**src/rtl/traffic_pkg.sv**
```systemverilog
// traffic_pkg: shared lamp pattern layout, monitor states and fault codes
package traffic_pkg;
    typedef enum logic [1:0] {
        ST_MONITOR = 2'd0,
        ST_FAULT   = 2'd1,
        ST_RECOVER = 2'd2
    } mon_state_t;

    localparam logic [2:0] FC_NONE         = 3'd0;
    localparam logic [2:0] FC_CONFLICT     = 3'd1;
    localparam logic [2:0] FC_MALFORMED    = 3'd2;
    localparam logic [2:0] FC_SKIP_YELLOW  = 3'd3;
    localparam logic [2:0] FC_SHORT_YELLOW = 3'd4;
    localparam logic [2:0] FC_BAD_GREEN    = 3'd5;

    // Lamp pattern ordering {ns_r, ns_y, ns_g, ew_r, ew_y, ew_g}
    localparam int LP_NS_R = 5;
    localparam int LP_NS_Y = 4;
    localparam int LP_NS_G = 3;
    localparam int LP_EW_R = 2;
    localparam int LP_EW_Y = 1;
    localparam int LP_EW_G = 0;

    localparam logic [5:0] PAT_ALL_RED = 6'b100_100;

    // A direction is well formed when exactly one of its three lamps is lit
    function automatic logic one_lit(input logic [2:0] d);
        return (d == 3'b001) || (d == 3'b010) || (d == 3'b100);
    endfunction
endpackage

```
**src/rtl/lamp_flash_gen.sv**
```systemverilog
// lamp_flash_gen: half-period counter and phase toggle for the fault flash
module lamp_flash_gen #(
    parameter int HALF_TICKS = 1,
    parameter int CNT_W      = 6
) (
    input  logic clk,
    input  logic reset,
    input  logic i_enable,
    input  logic i_restart,
    output logic o_phase
);
    logic [CNT_W-1:0] r_cnt;
    logic             r_phase;
    logic             w_wrap;

    assign w_wrap  = r_cnt == CNT_W'(HALF_TICKS - 1);
    assign o_phase = r_phase;

    // Restart lights the lamps; while enabled, flip the phase every HALF_TICKS cycles
    always_ff @(posedge clk or posedge reset) begin
        if (reset) begin
            r_cnt   <= '0;
            r_phase <= 1'b1;
        end else if (i_restart) begin
            r_cnt   <= '0;
            r_phase <= 1'b1;
        end else if (i_enable) begin
            r_cnt   <= w_wrap ? '0 : ((&r_cnt) ? r_cnt : r_cnt + 1'b1);
            r_phase <= r_phase ^ w_wrap;
        end
    end
endmodule

```
**src/rtl/lamp_conflict_monitor.sv**
```systemverilog
// lamp_conflict_monitor: registers lamp commands and blocks illegal patterns/sequences
module lamp_conflict_monitor
    import traffic_pkg::*;
#(
    parameter int MIN_YELLOW_TICKS = 5,
    parameter int MIN_ALLRED_TICKS = 2,
    parameter int FLASH_HALF_TICKS = 1,
    parameter int CNT_W            = 6
) (
    input  logic       clk,
    input  logic       reset,
    input  logic       ns_red_i,
    input  logic       ns_yellow_i,
    input  logic       ns_green_i,
    input  logic       ew_red_i,
    input  logic       ew_yellow_i,
    input  logic       ew_green_i,
    input  logic       fault_clear,
    output logic       ns_red_o,
    output logic       ns_yellow_o,
    output logic       ns_green_o,
    output logic       ew_red_o,
    output logic       ew_yellow_o,
    output logic       ew_green_o,
    output logic       fault,
    output logic [2:0] fault_code
);
    mon_state_t       r_state, w_next;
    logic [2:0]       r_code, w_next_code, w_code;
    logic [5:0]       w_cur, r_prev, r_lamps, w_out;
    logic [CNT_W-1:0] r_phase_cnt;
    logic [CNT_W:0]   w_held;
    logic             w_conflict, w_malformed, w_skip, w_short_y, w_bad_g, w_viol;
    logic             w_flash;

    assign w_cur  = {ns_red_i, ns_yellow_i, ns_green_i, ew_red_i, ew_yellow_i, ew_green_i};
    assign w_held = {1'b0, r_phase_cnt} + (CNT_W+1)'(1);

    assign w_conflict  = (w_cur[LP_NS_Y] | w_cur[LP_NS_G]) & (w_cur[LP_EW_Y] | w_cur[LP_EW_G]);
    assign w_malformed = !one_lit(w_cur[LP_NS_R:LP_NS_G]) || !one_lit(w_cur[LP_EW_R:LP_EW_G]);
    assign w_skip      = (r_prev[LP_NS_G] & w_cur[LP_NS_R]) | (r_prev[LP_EW_G] & w_cur[LP_EW_R]);
    assign w_short_y   = ((r_prev[LP_NS_Y] & ~w_cur[LP_NS_Y]) | (r_prev[LP_EW_Y] & ~w_cur[LP_EW_Y]))
                       & (w_held < (CNT_W+1)'(MIN_YELLOW_TICKS));
    assign w_bad_g     = ((~r_prev[LP_NS_G] & w_cur[LP_NS_G]) | (~r_prev[LP_EW_G] & w_cur[LP_EW_G]))
                       & ((r_prev != PAT_ALL_RED) | (w_held < (CNT_W+1)'(MIN_ALLRED_TICKS)));

    assign w_code = w_conflict  ? FC_CONFLICT     :
                    w_malformed ? FC_MALFORMED    :
                    w_skip      ? FC_SKIP_YELLOW  :
                    w_short_y   ? FC_SHORT_YELLOW :
                    w_bad_g     ? FC_BAD_GREEN    : FC_NONE;
    assign w_viol = w_code != FC_NONE;

    // Next-state and fault code: first code sticks in FAULT, RECOVER takes a fresh one
    always_comb begin
        w_next      = r_state;
        w_next_code = r_code;
        case (r_state)
            ST_MONITOR: begin
                w_next      = w_viol ? ST_FAULT : ST_MONITOR;
                w_next_code = w_viol ? w_code : r_code;
            end
            ST_FAULT: w_next = (fault_clear && !w_viol) ? ST_RECOVER : ST_FAULT;
            ST_RECOVER: begin
                w_next      = w_viol ? ST_FAULT : ((w_cur == PAT_ALL_RED) ? ST_MONITOR : ST_RECOVER);
                w_next_code = w_viol ? w_code : ((w_cur == PAT_ALL_RED) ? FC_NONE : r_code);
            end
            default: begin
                w_next      = ST_FAULT;
                w_next_code = FC_MALFORMED;
            end
        endcase
    end

    // State and fault code registers
    always_ff @(posedge clk or posedge reset) begin
        if (reset) begin
            r_state <= ST_MONITOR;
            r_code  <= FC_NONE;
        end else begin
            r_state <= w_next;
            r_code  <= w_next_code;
        end
    end

    // Pattern history runs in every state so sequencing checks stay valid after recovery
    always_ff @(posedge clk or posedge reset) begin
        if (reset) begin
            r_prev      <= PAT_ALL_RED;
            r_phase_cnt <= CNT_W'(MIN_ALLRED_TICKS - 1);
        end else begin
            r_prev      <= w_cur;
            r_phase_cnt <= (w_cur != r_prev) ? '0 : ((&r_phase_cnt) ? r_phase_cnt : r_phase_cnt + 1'b1);
        end
    end

    // Only a clean pattern seen in MONITOR reaches the drivers; everything else parks at all-red
    always_ff @(posedge clk or posedge reset) begin
        if (reset) r_lamps <= PAT_ALL_RED;
        else       r_lamps <= (r_state == ST_MONITOR && !w_viol) ? w_cur : PAT_ALL_RED;
    end

    lamp_flash_gen #(
        .HALF_TICKS (FLASH_HALF_TICKS),
        .CNT_W      (CNT_W)
    ) u_flash (
        .clk       (clk),
        .reset     (reset),
        .i_enable  (r_state == ST_FAULT),
        .i_restart ((w_next == ST_FAULT) && (r_state != ST_FAULT)),
        .o_phase   (w_flash)
    );

    assign w_out = (r_state == ST_FAULT) ? {w_flash, 2'b00, w_flash, 2'b00} : r_lamps;
    assign {ns_red_o, ns_yellow_o, ns_green_o, ew_red_o, ew_yellow_o, ew_green_o} = w_out;
    assign fault      = r_state != ST_MONITOR;
    assign fault_code = r_code;
endmodule
```
**config.mk**
```make
export PLATFORM = sky130hd
export DESIGN_NAME = lamp_conflict_monitor
export DESIGN_NICKNAME = d
export VERILOG_FILES = /design/src/rtl/traffic_pkg.sv /design/src/rtl/lamp_flash_gen.sv /design/src/rtl/lamp_conflict_monitor.sv
export SDC_FILE = /design/constraint.sdc
export NUM_CORES = 1
export LEC_CHECK = 0
export BUFFER_PORTS_ARGS = -buffer_cell sky130_fd_sc_hd__buf_2
export CAP_MARGIN = 25
export CORE_UTILIZATION = 50
export DETAILED_ROUTE_END_ITERATION = 7
export PLACE_DENSITY = 0.71
export REMOVE_ABC_BUFFERS = 1
export SYNTH_ARGS = -nofsm -noshare
export SYNTH_HDL_FRONTEND = slang
export SYNTH_HIERARCHICAL = 1
export SYNTH_SLANG_ARGS = --single-unit
```
**constraint.sdc**
```tcl
create_clock -name clk -period 6.78 [get_ports clk]
set_input_delay 1.017 -clock clk [delete_from_list [all_inputs] [get_ports clk]]
set_output_delay 1.017 -clock clk [all_outputs]
set_load 0.005 [all_outputs]
```
**After elaboration in Yosys (flattened, before gate mapping)**

Index checks and enable logic that the tools add are counted.

- Flip-flop bits (word level): 30
- Input bits: 9
- Logic and storage cells: 94
- Output and inout port bits: 10

- $lt $le $gt $ge: 2
- Mux-type cells: 24
- Add/subtract/negate cells: 3
- Equality and inequality tests: 17
- Bitwise gates (word level): 21
- Reduce and logical (&&, ||, !) cells: 20

Operator list:

| kind | count |
|---|---|
| two-way mux 6 bit | 8 |
| two-way mux 3 bit | 8 |
| adder 6 x 1 -> 6 bit, second input constant | 2 |
| AND reduction 6 bit | 2 |
| AND 1 bit | 9 |
| one-hot mux 3 bit (3 select lines) | 1 |
| adder 6 x 1 -> 7 bit, second input constant | 1 |
| < comparator 7 x 2 -> 1 bit, second input constant | 1 |
| < comparator 7 x 3 -> 1 bit, second input constant | 1 |
| equality test 3 x 1 -> 1 bit, second input constant | 2 |
| equality test 3 x 2 -> 1 bit, second input constant | 2 |
| equality test 3 bit, second input constant | 2 |
| equality test 6 bit, second input constant | 1 |
| logical NOT 6 bit | 1 |
| two-way mux 2 bit | 3 |
| != test 6 bit | 1 |
| != test 6 bit, second input constant | 1 |
| bitwise OR 1 bit | 6 |
| one-hot mux 2 bit (3 select lines) | 1 |
| logical OR 1 bit | 5 |
| NOT 1 bit | 5 |
| equality test 2 x 1 -> 1 bit, second input constant | 2 |
| != test 2 bit, second input constant | 2 |
| nonzero test 2 bit | 2 |
| 12 further kinds | 18 |

**Logic depth before layout (Yosys ltp)**

- Word-level depth: 18
- Depth in mapped cells: 11
- Gate-level depth less buffers: 10

**By module**

Netlist, hierarchy kept.

Modules (own cells, without submodules):

| module | cells each | sequential area each (um^2) | times used | area an instance (um^2) |
|---|---|---|---|---|
| lamp_conflict_monitor | 134 | 581.8 | 1 | 1290.0 |
| lamp_flash_gen | 44 | 176.4 | 1 | 419.2 |

**Worst setup path before layout**

OpenSTA, ideal clock, no wires.

- Kind: input port to flip-flop
- From: input ew_yellow_i
- To: register u_flash.r_phase, in the netlist u_flash/o_phase
- Arrival time: 2503 ps
- Required time: 6692 ps
- Buffers on the path: 1
- Cell stages on the path: 8
- Slack: 4189 ps
- Cells stage by stage: inv_1 -> ha_1 -> o221a_2 -> a21o_2 -> nor2_1 -> a21oi_1 -> buf_1 -> or3_1

- Longest elaborated chain between the ends: 16
- Elaborated cells between the ends (all ways): 30
- Those cells by class: eq/ne: 5; mux: 10; bitwise: 6; reduce/logical: 9

Ends and longest elaborated chain:

| what | line | source |
|---|---|---|
| from (decl) | lamp_conflict_monitor.sv:16 | `input logic ew_yellow_i,` |
| NOT 1 bit | lamp_conflict_monitor.sv:42 | `assign w_short_y = ((r_prev[LP_NS_Y] & ~w_cur[LP_NS_Y]) \| (r_prev[LP_EW_Y] & ~w_cur[LP_EW_Y]))` |
| AND 1 bit | lamp_conflict_monitor.sv:42 |  |
| bitwise OR 1 bit | lamp_conflict_monitor.sv:42 |  |
| AND 1 bit | lamp_conflict_monitor.sv:43 | `& (w_held < (CNT_W+1)'(MIN_YELLOW_TICKS));` |
| two-way mux 3 bit | lamp_conflict_monitor.sv:50 | `w_short_y ? FC_SHORT_YELLOW :` |
| two-way mux 3 bit | lamp_conflict_monitor.sv:49 | `w_skip ? FC_SKIP_YELLOW :` |
| two-way mux 3 bit | lamp_conflict_monitor.sv:48 | `w_malformed ? FC_MALFORMED :` |
| two-way mux 3 bit | lamp_conflict_monitor.sv:47 | `assign w_code = w_conflict ? FC_CONFLICT :` |
| nonzero test 3 bit | lamp_conflict_monitor.sv:52 | `assign w_viol = w_code != FC_NONE;` |
| logical NOT 1 bit | lamp_conflict_monitor.sv:63 | `ST_FAULT: w_next = (fault_clear && !w_viol) ? ST_RECOVER : ST_FAULT;` |
| logical AND 1 bit | lamp_conflict_monitor.sv:63 |  |
| two-way mux 2 bit | lamp_conflict_monitor.sv:63 |  |
| one-hot mux 2 bit (3 select lines) (*) | lamp_conflict_monitor.sv:58 | `case (r_state)` |
| equality test 2 x 1 -> 1 bit (*) | lamp_conflict_monitor.sv:110 | `.i_restart ((w_next == ST_FAULT) && (r_state != ST_FAULT)),` |
| logical AND 1 bit (*) | lamp_conflict_monitor.sv:110 |  |
| two-way mux 1 bit or nonzero test 2 bit (tied branches) | -- |  |
| to (signal assigned) | lamp_flash_gen.sv:29 | `r_phase <= r_phase ^ w_wrap;` |
| to (decl) | lamp_flash_gen.sv:13 | `logic r_phase;` |

Mark *: on every way between the ends. The rest lies on a longest branch, timed or not.
A chain may end at the register's enable or synchronous reset.

**Final worst setup path**

- From: register r_state[0]
- To: output ew_red_o

- Longest elaborated chain between the ends: 2

Ends and longest elaborated chain:

| what | line | source |
|---|---|---|
| from (decl) | lamp_conflict_monitor.sv:28 | `mon_state_t r_state, w_next;` |
| from (signal assigned) | lamp_conflict_monitor.sv:81 | `r_state <= w_next;` |
| equality test 2 x 1 -> 1 bit | lamp_conflict_monitor.sv:114 | `assign w_out = (r_state == ST_FAULT) ? {w_flash, 2'b00, w_flash, 2'b00} : r_lamps;` |
| two-way mux 6 bit | lamp_conflict_monitor.sv:114 |  |
| to (decl) | lamp_conflict_monitor.sv:22 | `output logic ew_red_o,` |

Every way passes these cells.

==> metrics.md <==
| Metric | Value |
|---|---|
| Critical path endpoint category | `output pin` |
| Floorplan Core Area | `0.00315 mm²` |
| Hold buffer count at cts | `0` |
| Final setup fails | `0` |
| Library cell used as clock root buffer | `sky130_fd_sc_hd__clkbuf_4` |
| R2r setup slk | `4270 ps` |
| CP Data Arrival Time | `1950 ps` |
| Destination of the worst register-to-register timing path | `u_flash/r_cnt[3]$_DFFE_PP0P_` |
| Signed area change from the synthesized netlist to the final layout | `10.5%` |
| Type of the tightest min-delay check | `register to register` |
| Worst slew margin | `38.2%` |
| Number of antenna-violating nets in the routed design | `0` |
| Latest clock arrival within the worst-skew pair | `330 ps` |
| Width of the chip | `60.5 µm` |
| Layout net count | `215` |
| Final weighted congestion in routability-driven placement | `0.868` |
| Hold Crit Start | `fault_code[1]$_DFFE_PP0P_` |
| Largest net degree at the start of global routing | `24` |
| Fin Setup TNS | `0 ps` |
| Crit path cell chain | `inv_1, nor2_1, nand2_1, o21ai_0, buf_2` |
| Buffers on Ports | `18` |
| Cell area after synthesis | `0.00171 mm²` |
| Clock tree buffer depth | `2` |
| Top-area cell type share of the netlist area | `35.1%` |
| Top cell type by total area after synthesis | `sky130_fd_sc_hd__dfrtp_1` |
| Starting Density | `54.2%` |
| Overall power of the completed layout | `346 µW` |
| First-pass iteration count of the detailed router | `4` |
| CTS Sinks | `30` |
| Count of endpoints failing hold in the final timing report | `0` |
| Slowest CP cell | `sky130_fd_sc_hd__nor2_1` |
| Ys flop type | `sky130_fd_sc_hd__dfrtp_1` |
| Die area | `0.00366 mm²` |
| Count of state elements after synthesis | `30` |
| Min cycle time layout | `2970 ps` |
| Worst voltage drop across the vdd grid | `0.116 mV` |
| Final global-route overflow total | `0` |
| Average cell area after synthesis | `9.60 µm²` |
| Vias after detailed routing | `1,373` |
| Top achievable clock speed | `0.337 GHz` |
| DRC violation count after routing | `0` |
| Startpoint Class | `register` |
| Run status | `finished clean` |
| Number of cells produced by synthesis | `178` |
| Top post-synthesis cells by count | `24 x sky130_fd_sc_hd__dfrtp_1, 18 x sky130_fd_sc_hd__inv_1, 13 x sky130_fd_sc_hd__nor2_1, 10 x sky130_fd_sc_hd__a21oi_1, 9 x sky130_fd_sc_hd__o21ai_0` |
| Global-route wire length before repair | `5.73 mm` |
| Count of boundary I/O pins | `19` |
| Hpwl dp | `2.48 mm` |
| Register area share after synthesis | `44.4%` |
| Post-cts sizing count | `0` |
| Max-cap viol count | `0` |
| Worst Setup Path Type | `register to output pin` |
| Worst R2R Start | `r_phase_cnt[0]$_DFFE_PP1P_` |
| Length in cells of the worst reg-to-reg path | `8` |
| Floorplan row count | `20` |
| Endpoint of the worst hold path | `fault_code[1]$_DFFE_PP0P_` |
| Final WS setup | `3810 ps` |
| TritonCTS buffer count | `5` |
| Static leakage power | `0.000881 µW` |
| EDFF count, synth | `0` |
| Worst hold path stage count | `1` |
| Vias in the first global route | `1,293` |
| Cell with the most instances after synthesis | `sky130_fd_sc_hd__dfrtp_1` |
| Highest net fanout along the worst path | `15` |
| Antenna cell count | `0` |
| Period utilisation layout | `43.8%` |
| Die height | `60.5 µm` |
| Setup repair after global routing missed its margin | `no` |
| WL/cell | `14.2 µm` |
| Final Max Tran Viols | `0` |
| Beginning of the critical path | `r_state[0]$_DFF_PP0_` |
| Clock-pin transition on the worst setup and hold timing paths | `90 ps` |
| Fraction of final layout cells with drive strength greater than 1 | `20.0%` |
| Slew at the pin closest to its max-slew limit | `924 ps` |
| Unique masters post-synth | `50` |
| CTS tree | `built` |
| Iter 0 DRT Violations | `80` |
| FFs w/ async S/R, synth | `100%` |
| Required arrival time at the worst endpoint | `5760 ps` |
| Largest incremental delay on the critical path | `710 ps` |
| Pwr Density | `183 mW/mm²` |
| Overall global routing resource usage | `22.1%` |
| Clock Skew | `7.17 ps` |
| Post-DR vias/cell | `5.63` |
| CTS H-tree depth | `2` |
| Final wirelength | `3.46 mm` |
| Number of warning messages in the yosys log | `6` |
| Largest cells by area after synthesis | `sky130_fd_sc_hd__dfrtp_1 35%, sky130_fd_sc_hd__dfstp_2 9.2%, sky130_fd_sc_hd__ha_1 5.1%` |
| Post CTS Setup Buffer Count | `0` |
| Post-placement setup slack | `3870 ps` |
| Antenna violations before repair | `0` |
==> area by class of cell <==
type                       count  area [µm²]
fill                         279        1260
multi-input combinational    126         868
sequential                    30         758
timing repair buffer          18        90.1
inverter                      18        67.6
tap                           44        55.1
clock buffer                   8        48.8
==> cells by family (layout without fill, tap and decap cells) <==
family                   after synthesis  after routing  synth area share (%)
AND/OR/NAND/NOR                       71             71                  25.1
AO/OA/AOI/OAI                         39             39                  15.7
flip-flops                            30             30                  44.4
buffers and inverters                 22             44                  4.83
adder cells (fa/ha/maj)                7              7                  5.12
XOR/XNOR                               5              5                  2.56
multiplexers                           4              4                  2.34
==> flip-flops by register name (all words and copies together) (netlist names) <==
name	cells
fault_code	3
r_lamps	6
r_phase_cnt	6
r_prev	6
r_state	2
u_flash/o_phase	1
u_flash/r_cnt	6
==> worst max-delay path, delay by kind of cell (launching register included) <==
| kind | cells | cell delay (ps) |
|---|---|---|
| and+or+nand+nor | 2 | 850 |
| buffers and inverters | 2 | 230 |
| AOI/OAI and AO/OA | 1 | 110 |
| DFF | 1 | 430 |
==> per-stage QoR <==
step	area (µm²)	std cells	utilization, %	hold slack, ps
after floorplan	1690	174	-	495
after global placement	1840	236	58.3	479
after detailed placement	1840	236	58.3	486
after CTS	1890	244	59.9	507
after global routing	1890	244	59.9	545
final	1890	244	59.9	502
==> layout by cell type, fill, tap and decap left out, types with 2 or more instances in the layout <==
cell type	count
sky130_fd_sc_hd__a21oi_1	10
sky130_fd_sc_hd__a31oi_1	2
sky130_fd_sc_hd__and2_1	6
sky130_fd_sc_hd__and3_1	2
sky130_fd_sc_hd__buf_2	18
sky130_fd_sc_hd__clkbuf_1	3
sky130_fd_sc_hd__clkbuf_4	5
sky130_fd_sc_hd__dfrtp_1	24
sky130_fd_sc_hd__dfstp_2	6
sky130_fd_sc_hd__ha_1	7
sky130_fd_sc_hd__inv_1	18
sky130_fd_sc_hd__mux2i_1	4
sky130_fd_sc_hd__nand2_1	7
sky130_fd_sc_hd__nand2b_1	6
sky130_fd_sc_hd__nand3_1	2
sky130_fd_sc_hd__nand4_1	6
sky130_fd_sc_hd__nor2_1	13
sky130_fd_sc_hd__nor2b_1	7
sky130_fd_sc_hd__nor3_1	4
sky130_fd_sc_hd__nor4_1	2
sky130_fd_sc_hd__o21ai_0	9
sky130_fd_sc_hd__o32a_1	2
sky130_fd_sc_hd__or2_2	2
sky130_fd_sc_hd__or3_1	5
sky130_fd_sc_hd__xnor2_1	2
sky130_fd_sc_hd__xor2_1	3
==> report_power, final <==
part | internal (µW) | switching, µW | total, µW
Combinational | 22.3 | 27.1 | 49.4
Sequential | 191 | 6.18 | 197
Clock | 41.2 | 58.3 | 99.5
==> how the worst max path moves through the flow <==
| stage | slack [ps] | to |
|---|---|---|
| 3_5_place_dp | 3870 | u_flash/o_phase$_DFFE_PP1P_ |
| 5_1_grt | 3550 | ns_red_o |
| 3_3_place_gp | 3930 | u_flash/o_phase$_DFFE_PP1P_ |
| 6_report | 3810 | ew_red_o |
| 4_1_cts | 3790 | ew_red_o |
| 2_1_floorplan | 4240 | u_flash/o_phase$_DFFE_PP1P_ |
==> per-layer routing <==
metal  share of wire (%)  track usage [%]
met1                  47             27.9
met2                  45             33.0
met3                 6.0             8.96
met4                 1.8             10.7
met5                   0                0
No activity file was read; power rests on OpenSTA's default activity.
